==> src/rtl/io_panel_arbiter.sv <==
// io_panel_arbiter
//
// Arbitrates writes into four shared 32-bit panel registers between a host
// port and a local pushbutton/switch source.
//   - Buttons are synchronized, debounced per bit, and a debounced press
//     (1->0) loads a single local pending slot with sel=button index and
//     data=switches_in. Presses that cannot be accepted are counted in a
//     saturating drop counter.
//   - A two-state FSM (IDLE/WRITE) grants either the host request or the
//     pending slot (round-robin on a tie) and commits one write per 2 cycles.
//
// Ports
//   clk_clk        system clock
//   reset_reset_n  asynchronous active-low reset
//   host_req/sel/data, host_ack   host write handshake (ack = 1-cycle pulse)
//   lock_local     blocks local writes from being granted (slot is kept)
//   buttons_in     raw active-low pushbuttons (asynchronous)
//   switches_in    data source for local writes
//   disp_left, disp_right, led_green, led_red   panel registers
//   last_owner     owner of the most recent commit (0 local, 1 host)
//   drop_cnt       saturating count of dropped local presses
module io_panel_arbiter #(
    parameter int DEBOUNCE_CYCLES = 50000,
    parameter int SYNC_STAGES     = 2
) (
    input  logic        clk_clk,
    input  logic        reset_reset_n,
    input  logic        host_req,
    input  logic [1:0]  host_sel,
    input  logic [31:0] host_data,
    output logic        host_ack,
    input  logic        lock_local,
    input  logic [3:0]  buttons_in,
    input  logic [31:0] switches_in,
    output logic [31:0] disp_left,
    output logic [31:0] disp_right,
    output logic [31:0] led_green,
    output logic [31:0] led_red,
    output logic        last_owner,
    output logic [7:0]  drop_cnt
);

    localparam int CNT_W = (DEBOUNCE_CYCLES > 1) ? $clog2(DEBOUNCE_CYCLES + 1) : 1;

    typedef enum logic {IDLE = 1'b0, WRITE = 1'b1} state_t;

    logic [3:0] press;

    // ------------------------------------------------------------------
    // Per-button synchronizer and debouncer
    // ------------------------------------------------------------------
    genvar gi;
    generate
        for (gi = 0; gi < 4; gi++) begin : g_btn
            logic [SYNC_STAGES-1:0] sync_q, sync_d;
            logic [CNT_W-1:0]       cnt_q, cnt_d;
            logic                   db_q, db_d;
            logic                   sync_lvl;

            assign sync_lvl = sync_q[SYNC_STAGES-1];

            always_comb begin
                // Shift toward the MSB; the cast drops the oldest sample.
                sync_d = SYNC_STAGES'({sync_q, buttons_in[gi]});
                cnt_d  = '0;
                db_d   = db_q;
                if (sync_lvl != db_q) begin
                    // Accept the new level on the Nth consecutive differing cycle.
                    if (cnt_q == CNT_W'(DEBOUNCE_CYCLES - 1)) begin
                        db_d = sync_lvl;
                    end else begin
                        cnt_d = cnt_q + 1'b1;
                    end
                end
            end

            always_ff @(posedge clk_clk or negedge reset_reset_n) begin
                if (!reset_reset_n) begin
                    sync_q <= '1;
                    cnt_q  <= '0;
                    db_q   <= 1'b1;
                end else begin
                    sync_q <= sync_d;
                    cnt_q  <= cnt_d;
                    db_q   <= db_d;
                end
            end

            // Press event is the cycle in which the debounced level falls.
            assign press[gi] = db_q & ~db_d;
        end
    endgenerate

    // ------------------------------------------------------------------
    // Control state
    // ------------------------------------------------------------------
    state_t      state_q, state_d;
    logic        host_ack_q, host_ack_d;
    logic        last_owner_q, last_owner_d;
    logic [7:0]  drop_cnt_q, drop_cnt_d;
    logic        slot_valid_q, slot_valid_d;
    logic [1:0]  slot_sel_q, slot_sel_d;
    logic [31:0] slot_data_q, slot_data_d;
    logic        owner_q, owner_d;
    logic [1:0]  wsel_q, wsel_d;
    logic [31:0] wdata_q, wdata_d;
    logic [31:0] panel_q [4];
    logic [31:0] panel_d [4];

    logic        win_valid;
    logic [1:0]  win_sel;
    logic [2:0]  n_press;
    logic [2:0]  n_drop;
    logic [8:0]  drop_sum;
    logic        loc_cand;

    // Press arbitration: lowest index wins; every other press is a drop,
    // and all presses are drops while the slot is occupied.
    always_comb begin
        win_valid = 1'b0;
        win_sel   = 2'd0;
        n_press   = 3'd0;
        for (int i = 3; i >= 0; i--) begin
            if (press[i]) begin
                win_valid = 1'b1;
                win_sel   = 2'(i);
            end
        end
        for (int i = 0; i < 4; i++) begin
            n_press = n_press + {2'b00, press[i]};
        end
        if (slot_valid_q || !win_valid) begin
            n_drop = n_press;
        end else begin
            n_drop = n_press - 3'd1;
        end
        drop_sum = {1'b0, drop_cnt_q} + {6'd0, n_drop};
    end

    always_comb begin
        state_d      = state_q;
        host_ack_d   = 1'b0;
        last_owner_d = last_owner_q;
        drop_cnt_d   = (drop_sum > 9'd255) ? 8'hFF : drop_sum[7:0];
        slot_valid_d = slot_valid_q;
        slot_sel_d   = slot_sel_q;
        slot_data_d  = slot_data_q;
        owner_d      = owner_q;
        wsel_d       = wsel_q;
        wdata_d      = wdata_q;
        for (int i = 0; i < 4; i++) begin
            panel_d[i] = panel_q[i];
        end
        loc_cand = slot_valid_q & ~lock_local;

        case (state_q)
            IDLE: begin
                // Host wins when alone, or on a tie when local owned last.
                if (host_req && (!loc_cand || !last_owner_q)) begin
                    owner_d    = 1'b1;
                    wsel_d     = host_sel;
                    wdata_d    = host_data;
                    host_ack_d = 1'b1;
                    state_d    = WRITE;
                end else if (loc_cand) begin
                    owner_d = 1'b0;
                    wsel_d  = slot_sel_q;
                    wdata_d = slot_data_q;
                    state_d = WRITE;
                end
            end
            WRITE: begin
                panel_d[wsel_q] = wdata_q;
                last_owner_d    = owner_q;
                if (!owner_q) begin
                    slot_valid_d = 1'b0;
                end
                state_d = IDLE;
            end
            default: state_d = IDLE;
        endcase

        // Load only into an empty slot; a clear in this same cycle still
        // sees the slot full, so the press is counted as a drop above.
        if (win_valid && !slot_valid_q) begin
            slot_valid_d = 1'b1;
            slot_sel_d   = win_sel;
            slot_data_d  = switches_in;
        end
    end

    always_ff @(posedge clk_clk or negedge reset_reset_n) begin
        if (!reset_reset_n) begin
            state_q      <= IDLE;
            host_ack_q   <= 1'b0;
            last_owner_q <= 1'b0;
            drop_cnt_q   <= 8'd0;
            slot_valid_q <= 1'b0;
            slot_sel_q   <= 2'd0;
            slot_data_q  <= 32'd0;
            owner_q      <= 1'b0;
            wsel_q       <= 2'd0;
            wdata_q      <= 32'd0;
            for (int i = 0; i < 4; i++) begin
                panel_q[i] <= 32'd0;
            end
        end else begin
            state_q      <= state_d;
            host_ack_q   <= host_ack_d;
            last_owner_q <= last_owner_d;
            drop_cnt_q   <= drop_cnt_d;
            slot_valid_q <= slot_valid_d;
            slot_sel_q   <= slot_sel_d;
            slot_data_q  <= slot_data_d;
            owner_q      <= owner_d;
            wsel_q       <= wsel_d;
            wdata_q      <= wdata_d;
            for (int i = 0; i < 4; i++) begin
                panel_q[i] <= panel_d[i];
            end
        end
    end

    assign host_ack   = host_ack_q;
    assign last_owner = last_owner_q;
    assign drop_cnt   = drop_cnt_q;
    assign disp_left  = panel_q[0];
    assign disp_right = panel_q[1];
    assign led_green  = panel_q[2];
    assign led_red    = panel_q[3];

endmodule

==> config.mk <==
export PLATFORM = sky130hd
export DESIGN_NAME = io_panel_arbiter
export DESIGN_NICKNAME = d
export VERILOG_FILES = /design/src/rtl/io_panel_arbiter.sv
export SDC_FILE = /design/constraint.sdc
export NUM_CORES = 1
export LEC_CHECK = 0
export ABC_AREA = 0
export BUFFER_PORTS_ARGS = -buffer_cell sky130_fd_sc_hd__buf_4
export CELL_PAD_IN_SITES_DETAIL_PLACEMENT = 1
export CELL_PAD_IN_SITES_GLOBAL_PLACEMENT = 2
export CORE_AREA = 3 3 182 184
export DETAILED_ROUTE_END_ITERATION = 16
export DIE_AREA = 0 0 185 187
export GPL_TIMING_DRIVEN = 0
export PLACE_DENSITY = 0.9
export SYNTH_ARGS = -nofsm -noshare
export SYNTH_HDL_FRONTEND = slang
export SYNTH_SLANG_ARGS = --single-unit
==> constraint.sdc <==
create_clock -name clk_clk -period 5.75 [get_ports clk_clk]
set_clock_uncertainty 0.05 [all_clocks]
set_input_delay 0.575 -clock clk_clk [delete_from_list [all_inputs] [get_ports clk_clk]]
set_output_delay 0.575 -clock clk_clk [all_outputs]
set_load 0.01 [all_outputs]
==> flow_summary.yaml <==
sta:
  fin_crit_ps: 4660
  slew_headroom_pct: 38.8
  hold_viol_final: 0
  report.final.setup_viol: 0
  max_freq_mhz: 214
  setup_tns_ps: 0
  rsz0062_at_grt: "no"
  tightest_slew_ps: 919
  finalMaxSlewViolations: 0
  fin_crit_sh_pct: 81.1
pwr:
  internal-power_w: 0.00398
  switching_share_pct: 26.1
  p_comb_share_pct: 18.5
  irDropWorstVdd_mv: 0.203
  power.leakage_nw: 7.35
  p_per_area_nw_per_um2: 357
  power_frac_seq_pct: 46.1
  p_clk_share_pct: 35.5
  power.switching_w: 0.00140
detailed_routing:
  drc: 0
  dr.first_iter.drc_count: 226
  dr_total_vias: 7829
  wirelength_um: 30300
  ant_nets: 0
  drt_first_pass_iters: 4
  viasPerCell: 4.96
  wl_per_cell_um: 19.2
worst_setup_path:
  worstSetupPathType: "reg2reg"
  crit_family: "adder cells"
  crit_path_cell_trace: "ha_1 > and3_1 > nand4_1 > or3b_2 > buf_2 > fa_1 > inv_1 > ha_1 > ha_1 > inv_1 > ha_1 > nand2b_1 > a41o_2 > xnor2_1 > ha_1 > a21oi_1 > nor2_1 > nand3_1 > nand2_1"
  reg2regPathDepth: 19
  cp_num_buf_inv: 3
  critPathRequiredTime_ps: 6130
  r2r_end: "drop_cnt[5]"
  critical-path-max-stage-delay_ps: 510
  rrSetupSlack_ps: 1090
  crit_top_cell: "ha_1"
  critical-path-slowest-cell: "or3b_2"
  critical_path_peak_fanout: 6
  crit-reg2reg-launch: "g_btn[3].cnt_q[0]"
  end_kind: "register"
  startpoint_type: "register"
  critPathArrivalTime_ps: 5040
die:
  die_h_um: 187
  die-area_um2: 34600
  start_util_pct: 37.9
  die_x_um: 185
  ios: 212
  core_um2: 31600
  std_cell_rows: 65
layout:
  layout.nets: 1237
  finalNonFillerCells: 1577
  final_core_util_pct: 47.8
  syn_to_final_growth_pct: 26.2
  filler_cell_count: 3306
  drive_gt1_share_pct: 38.6
  n_antenna_cell: 0
synth:
  netlist_area_um2: 12000
  synth_top_area_cell: "dfrtp_1"
  yosysUniqueCellTypes: 49
  synth_seq_area_share_pct: 59.8
  ys_seq_elements: 285
  avgSynthCellArea_um2: 13.2
  yosys-top-cells-area: "dfrtp_1 57%, mux2_2 13%, mux2_4 3.4%"
  synth_top_area_share_pct: 57.2
  synth-edff-count: 0
  yosys_warnings: 0
  synth-async-reset-ratio_pct: 100
  postSynthCellCount: 905
  syn_nets: 991
  synth_ff_type: "dfrtp_1"
placed_design:
  place_inst: 1520
  dp_hpwl_um: 21500
  gp_congestion: 0.755
  port-buffer-count: 211
worst_hold_path:
  min_from: "buttons_in[1]"
  min_path_type: "in2reg"
  hold_path_depth: 1
  min_to: "g_btn[1].sync_q[0]"
clock_tree:
  htreeDepth: 1
  root_buffer: "clkbuf_16"
  cts_setup_buffers: 0
  clockBufferDepth: 3
  cts_tree: "done"
  cts_made_buffers: 30
  clkSlewWorstSetupHoldPaths_ps: 60
  clock_latency_ps: 550
  cts_sinks: 285
global_routing:
  grt_pass1_wl_um: 48700
  grt_pass1_vias: 8477
  grt_max_degree: 123
  met3_usage_pct: 3.77
  grt_overflow: 0
  grt-busiest-layer: "met2"
  use_met2_pct: 29.4
  met1_usage_pct: 23.7
  grt_usage_pct: 17.5
  antenna_found_initial: 1
job:
  cap_viol_max_count: 0
outcome:
  run_status: "finished clean"
[kinds of logic after synthesis]
logic type      synth area share, %
buf+inv                        2.27
fa+ha+maj                      1.38
mux                            19.3
compound gates                 2.95
simple gates                   9.79
xor+xnor                       4.47
flops                          59.8
[timing repair]
action | 4_1_cts | 5_1_grt
gates resized for setup | 0 | 0
hold buffers | 1 | 0
hold endpoints to repair | 61 | 0
[layout by cell type, fill, tap and decap left out, drive strengths merged, types with 8 or more instances in the layout]
cell    synthesis  final
dfstp          12     12
and3           10     10
o21ai          39     39
nand3          26     26
clkbuf         24     75
nor2           69     69
xor2           22     22
nand4           8      8
buf            12    225
dfrtp         273    273
inv            22     22
mux2          165    165
a21oi          11     11
nor3           14     14
xnor2          39     39
ha             10     10
nand2          60     60
mux2i          35     35
[sequential cells by signal (all words and copies together) (netlist names)]
name,flops
g_btn.sync_q,8
led_red,32
last_owner,1
slot_sel_q,2
led_green,32
host_ack,1
owner_q,1
g_btn.db_q,4
disp_right,32
slot_valid_q,1
wsel_q,2
drop_cnt,8
wdata_q,32
g_btn.cnt_q,64
slot_data_q,32
disp_left,32
state_q,1
[Yosys cell counts (2+ instances only)]
| library cell | instances |
|---|---|
| nor4b_2 | 2 |
| a21oi_1 | 11 |
| nor2_1 | 69 |
| nand3b_1 | 4 |
| nand4bb_1 | 2 |
| or4b_4 | 2 |
| buf_12 | 3 |
| mux2_4 | 27 |
| nand2_1 | 60 |
| nand2b_1 | 4 |
| o21ai_0 | 39 |
| dfstp_2 | 12 |
| nand4_1 | 8 |
| and3_1 | 10 |
| mux2i_1 | 35 |
| or3b_2 | 2 |
| nor3_1 | 14 |
| inv_1 | 22 |
| buf_1 | 5 |
| xor2_1 | 22 |
| nor3b_1 | 2 |
| fa_1 | 2 |
| dfrtp_1 | 273 |
| nor2b_1 | 2 |
| or3_1 | 7 |
| mux2_2 | 138 |
| nor4_1 | 4 |
| buf_2 | 4 |
| ha_1 | 10 |
| a21o_1 | 3 |
| xnor2_1 | 39 |
| and4bb_2 | 3 |
| nand3_1 | 26 |
| clkbuf_1 | 24 |
[worst max-delay path by stage]
stage | start | slack [ps] | cells after the start | end
after floorplan | g_btn[3].cnt_q[0] | 1590 | 18 | drop_cnt[0]
after global placement | g_btn[3].cnt_q[0] | 1110 | 19 | drop_cnt[2]
after detailed placement | g_btn[3].cnt_q[0] | 1050 | 19 | drop_cnt[0]
after CTS | g_btn[3].cnt_q[0] | 1030 | 19 | drop_cnt[0]
after global routing | g_btn[3].cnt_q[0] | 720 | 19 | drop_cnt[1]
final | g_btn[3].cnt_q[0] | 1090 | 19 | drop_cnt[5]
[stage by stage]
stage / cell area [µm²] / setup WS (ps) / hold slack (ps) / power (W)
2_1_floorplan: 12000 / 1590 / 229 / 0.00289
3_3_place_gp: 14000 / 1110 / 296 / 0.00348
3_5_place_dp: 14100 / 1050 / 297 / 0.00353
4_1_cts: 15100 / 1030 / 48.0 / 0.00548
5_1_grt: 15100 / 723 / 46.6 / 0.00567
6_report: 15100 / 1090 / 75.8 / 0.00538
[power by group through the flow]
stage | registers, W | logic, W | clock network (W)
finish | 0.00248 | 0.000994 | 0.00191
global placement | 0.00250 | 0.000977 | 0
detailed placement | 0.00252 | 0.00101 | 0
floorplan | 0.00259 | 0.000299 | 0
CTS | 0.00248 | 0.00102 | 0.00198
global route | 0.00252 | 0.00107 | 0.00207
[final cells by class]
| cell class | count | area (µm²) | share of cell area [%] |
|---|---|---|---|
| flip-flops and latches | 285 | 7150 | 47.4 |
| repair buffers | 214 | 1660 | 11.0 |
| clock inverters | 5 | 86.3 | 0.572 |
| inverters | 22 | 82.6 | 0.547 |
| multi-input cells | 562 | 4530 | 30.0 |
| plain buffers | 36 | 189 | 1.25 |
| well taps | 402 | 503 | 3.33 |
| clock buffers | 51 | 890 | 5.90 |
[per-layer routing]
layer	part of all wire [%]	vias up	wire, µm
met5	0.033	-	10
met4	1.2	2	368
met3	5.7	32	1720
met2	49	177	14800
met1	44	3998	13400
li1	-	3620	-
(Power assumes the default switching activity.)
